$ cat src/rtl/demux_pkg.sv
// Shared widths and slot state encoding for the 8-channel mux/demux datapath blocks.
package demux_pkg;
    localparam int DATA_W = 8;
    localparam int SEL_W  = 3;
    localparam int N_CH   = 2 ** SEL_W;
    localparam int CNT_W  = 8;

    typedef enum logic {
        SLOT_EMPTY = 1'b0,
        SLOT_FULL  = 1'b1
    } slot_state_e;

    function automatic logic [N_CH-1:0] sel_onehot(input logic [SEL_W-1:0] sel);
        logic [N_CH-1:0] one;
        one = {{(N_CH-1){1'b0}}, 1'b1};
        return one << sel;
    endfunction
endpackage

$ cat src/rtl/demux_slot.sv
// One-entry holding register for a demux output channel; refill on the draining edge keeps it full.
module demux_slot
    import demux_pkg::*;
(
    input  logic              clk,
    input  logic              rst_n,
    input  logic              wr_en,
    input  logic [DATA_W-1:0] wr_data,
    input  logic              rd_ready,
    output logic [DATA_W-1:0] data,
    output logic              valid,
    output logic              full
);
    slot_state_e       state_q, state_d;
    logic [DATA_W-1:0] data_q, data_d;

    always_ff @(posedge clk) begin
        if (!rst_n) begin
            state_q <= SLOT_EMPTY;
            data_q  <= '0;
        end else begin
            state_q <= state_d;
            data_q  <= data_d;
        end
    end

    // A write is only issued when the slot is empty or draining, so write wins over drain.
    always_comb begin
        state_d = state_q;
        data_d  = data_q;
        if (wr_en) begin
            state_d = SLOT_FULL;
            data_d  = wr_data;
        end else if (state_q == SLOT_FULL && rd_ready) begin
            state_d = SLOT_EMPTY;
        end
    end

    assign data  = data_q;
    assign valid = (state_q == SLOT_FULL);
    // Full here means "cannot take a word this cycle": holding and not being drained.
    assign full  = valid & ~rd_ready;
endmodule

$ cat src/rtl/demux_eight_stream.sv
// Routes one valid/ready byte stream to one of eight single-entry output channels by select.
module demux_eight_stream
    import demux_pkg::*;
(
    input  logic                     clk,
    input  logic                     rst_n,
    input  logic [DATA_W-1:0]        in_data,
    input  logic [SEL_W-1:0]         in_sel,
    input  logic                     in_valid,
    output logic                     in_ready,
    output logic [N_CH*DATA_W-1:0]   out_data,
    output logic [N_CH-1:0]          out_valid,
    input  logic [N_CH-1:0]          out_ready,
    output logic [CNT_W-1:0]         acc_count
);
    logic [N_CH-1:0]  sel_oh;
    logic [N_CH-1:0]  slot_full;
    logic [N_CH-1:0]  wr_en;
    logic             in_fire;
    logic [CNT_W-1:0] acc_count_q, acc_count_d;

    assign sel_oh   = sel_onehot(in_sel);
    // in_ready never looks at in_valid, so producers may wait on it before asserting valid.
    assign in_ready = ~slot_full[in_sel];
    assign in_fire  = in_valid & in_ready;
    assign wr_en    = in_fire ? sel_oh : '0;

    for (genvar i = 0; i < N_CH; i++) begin : g_slot
        demux_slot u_slot (
            .clk      (clk),
            .rst_n    (rst_n),
            .wr_en    (wr_en[i]),
            .wr_data  (in_data),
            .rd_ready (out_ready[i]),
            .data     (out_data[i*DATA_W +: DATA_W]),
            .valid    (out_valid[i]),
            .full     (slot_full[i])
        );
    end

    always_comb begin
        acc_count_d = acc_count_q;
        if (in_fire) begin
            acc_count_d = acc_count_q + 1'b1;
        end
    end

    always_ff @(posedge clk) begin
        if (!rst_n) begin
            acc_count_q <= '0;
        end else begin
            acc_count_q <= acc_count_d;
        end
    end

    assign acc_count = acc_count_q;
endmodule

$ cat config.mk
export PLATFORM = sky130hd
export DESIGN_NAME = demux_eight_stream
export DESIGN_NICKNAME = d
export VERILOG_FILES = /design/src/rtl/demux_pkg.sv /design/src/rtl/demux_slot.sv /design/src/rtl/demux_eight_stream.sv
export SDC_FILE = /design/constraint.sdc
export NUM_CORES = 1
export LEC_CHECK = 0
export ABC_AREA = 1
export BUFFER_PORTS_ARGS = -buffer_cell sky130_fd_sc_hd__buf_2
export CAP_MARGIN = 20
export CORE_MARGIN = 10
export CORE_UTILIZATION = 54
export CTS_BUF_LIST = sky130_fd_sc_hd__clkbuf_8
export DETAILED_ROUTE_END_ITERATION = 10
export PLACE_DENSITY = 0.85
export SYNTH_ARGS = -nofsm -noshare
export SYNTH_HDL_FRONTEND = slang
export SYNTH_SLANG_ARGS = --single-unit
$ cat constraint.sdc
create_clock -name clk -period 1.9 [get_ports clk]
set_input_delay 0.095 -clock clk [delete_from_list [all_inputs] [get_ports clk]]
set_output_delay 0.095 -clock clk [all_outputs]
set_load 0.03 [all_outputs]
==> impl_metrics.yaml <==
cells_and_area:
  syn2layout_area_growth_pct: 19.2
  drive_gt1_share_pct: 22.1
  antenna_cells: 0
  fillCellCount: 593
  multi_input_area_um2: 1570
  nNetsFinal: 633
  layout.area.seq_um2: 1600
  final_util_pct: 66.7
critical_path:
  start_kind: "flip-flop"
  crit_start: "g_slot[1].u_slot.valid"
  r2r_slack_ns: 0.42
  crit_path_end: "in_ready"
  cp_data_required_time_ns: 1.80
  reg2reg_from: "g_slot[1].u_slot.valid"
  r2r-end: "g_slot[0].u_slot.data[1]"
  cp_max_fo: 36
  worstSetupPathType: "flip-flop to output port"
  r2r_cells: 9
  endpoint_kind: "output port"
  cp.arrival_ns: 1.60
routing:
  dr.pass1.iters: 5
  vias: 3493
  via_per_inst: 5.05
  drt-initial-drc-count: 146
  drc_errors: 0
  wirelength_mm: 9.70
  drtAntennaViolNets: 0
  routedWlPerCell_um: 14.0
sta:
  rsz0062_at_grt: "false"
  holdWs_ns: 0.0177
  setup_ws_ns: 0.200
  fin_setup_tns_ns: 0
  worst_slew_pin_slew_ns: 0.531
  min_period_over_period_pct: 89.5
  maxSlewHeadroom_pct: 64.5
  period_needed_ns: 1.70
  drv_slew: 0
  fmaxAchievable_mhz: 588
  setup_viol: 0
  hold_viol: 0
  finClkSkew_ns: 0.00640
placed_design:
  pre_cts_slack_ns: 0.274
  hpwlAfterDp_mm: 7.23
  gp_congestion: 0.927
  port_buffers: 102
flow_run:
  cap_violations: 0
pwr:
  switching_share_pct: 27.9
  p_comb_share_pct: 14.5
  clkPwrFrac_pct: 34.7
  power-per-cell-area_nw_per_um2: 811
  p_sw_uw: 965
  p_leak_nw: 2.36
  p_int_mw: 2.49
  vdd_drop_max_v: 0.000460
  seqPwrFrac_pct: 50.7
  total_power_mw: 3.46
floorplan:
  fp.dieW_um: 101
  start_util_pct: 56.0
  core_area_um2: 6390
  die-area_um2: 10300
  die_h_um: 101
  num_rows: 29
  pin_count: 103
worst_hold_path:
  hold_path.class: "input pin to flip-flop"
synthesis:
  netlist_area_um2: 3580
  syn-num-nets: 543
  yosys_register_bits: 80
  synth_area_leaders: "dfxtp_1 (45%), nor2_1 (14%), nand2_1 (14%), nand4_1 (5.6%), inv_1 (5.6%)"
  seq_area_frac_synth_pct: 44.8
  netlist_instances: 520
  synth_top_area_share_pct: 44.8
  syn_area_per_cell_um2: 6.88
  synth-warning-count: 0
  yosys.area.top_type: "dfxtp_1"
  synth.distinct_cells: 25
global_route:
  grt_pass1_vias: 3263
  antenna_found_initial: 0
  grt_max_degree: 44
  grt_use_total_pct: 18.6
  grt_overflow: 0
  grt_pass1_wl_mm: 15.6
clocking:
  clkTransAtPathRegs_ns: 0.07
  cts.htree.levels: 3
  cts_hold_buf: 0
  clock_latency_ns: 0.35
  cts_buffer_depth: 2
  root_buffer: "clkbuf_8"
  cts_buffers: 9
  cts_sinks: 80
  cts_tree: "yes"
status:
  outcome: "finished clean"
-- kinds of logic after synthesis --
logic type | count (synthesis) | synth area share (%)
buffers and inverters | 88 | 11.3
XOR/XNOR | 6 | 1.47
AO/OA/AOI/OAI | 18 | 2.52
flip-flops | 80 | 44.8
adder cells (fa/ha/maj) | 1 | 0.350
AND/OR/NAND/NOR | 327 | 39.6
-- layer usage --
metal / up-vias / GRT usage, % / wire, um
met3: 15 / 6.88 / 966
met4: 0 / 7.72 / 159
li1: 1770 / - / -
met5: - / 0 / 0
met1: 1586 / 21.7 / 3920
met2: 122 / 30.1 / 4660
-- synthesized netlist by cell type --
master    count
nand2_2       1
nor3_1        1
inv_1        53
clkinv_1      3
nand3_2       1
xor2_1        5
ha_1          1
inv_2         2
nand3_1      12
nand3b_1      1
nor2_1      137
nand4_2       4
nor2_8        2
nor2_2        2
nand2_1     133
a21oi_1      16
dfxtp_1      80
o21ai_0       2
clkbuf_1     13
xnor2_1       1
buf_4         8
nand2_4       1
nand4_1      32
buf_6         5
buf_2         4
-- layout by cell type (no fill, tap or decap), types with 3 or more instances in the layout --
| cell type | netlist | routed |
|---|---|---|
| nand4_2 | 4 | 4 |
| buf_2 | 4 | 102 |
| buf_4 | 8 | 5 |
| clkbuf_8 | 0 | 10 |
| dfxtp_1 | 80 | 80 |
| a21oi_1 | 16 | 16 |
| nand2_1 | 133 | 133 |
| clkinv_1 | 3 | 3 |
| nand4_1 | 32 | 32 |
| nor2_1 | 137 | 137 |
| clkinv_2 | 0 | 3 |
| nand3_1 | 12 | 12 |
| xor2_1 | 5 | 5 |
| inv_1 | 53 | 54 |
-- critical path, stage by stage, from the launching register on --
cell and delay (ns):
dfxtp_1 0.35, nand2_1 0.08, nand2_1 0.07, nand2_1 0.05, o21ai_0 0.20, nand2_2 0.13
buf_12 0.19, buf_2 0.19
-- final cells by class --
type,count,share of cell area [%]
inverters,58,5.11
flip-flops and latches,80,37.6
multi-input cells,352,36.9
well taps,77,2.26
repair buffers,109,13.8
clock buffers,10,3.23
clock inverters,5,1.15
-- worst min path at each step --
stage               cells after the start  slack (ns)          from                  endpoint
floorplan                               2        0.23    in_data[0]  g_slot[0].u_slot.data[0]
CTS                                     4       0.008  out_ready[3]    g_slot[3].u_slot.valid
global route                            4        0.03  out_ready[3]    g_slot[3].u_slot.valid
global placement                        4        0.39  out_ready[3]    g_slot[3].u_slot.valid
detailed placement                      4        0.38  out_ready[3]    g_slot[3].u_slot.valid
finish                                  4        0.02  out_ready[7]    g_slot[7].u_slot.valid
-- flip-flops by register name (all words and copies together), names as in the netlist --
name and flops:
acc_count 8, g_slot.u_slot.data 64, g_slot.u_slot.valid 8
-- stage by stage --
step                cells  instance area [um2]
floorplan             520                 3580
global placement      675                 4070
detailed placement    675                 4070
CTS                   690                 4250
global route          691                 4260
finish                691                 4260
-- power by group through the flow --
stage	clock (mW)	sequential [mW]	combinational, mW
global placement	0	1.79	0.484
CTS	1.22	1.75	0.498
detailed placement	0	1.79	0.496
finish	1.20	1.75	0.502
floorplan	0	1.88	0.252
global route	1.29	1.76	0.549
-- repair_timing --
item	CTS	global route
resized for setup	0	0
hold endpoints to repair	0	0
buffers inserted	0	1
setup endpoints to repair	0	1
No activity file was read; power rests on OpenSTA's default activity.
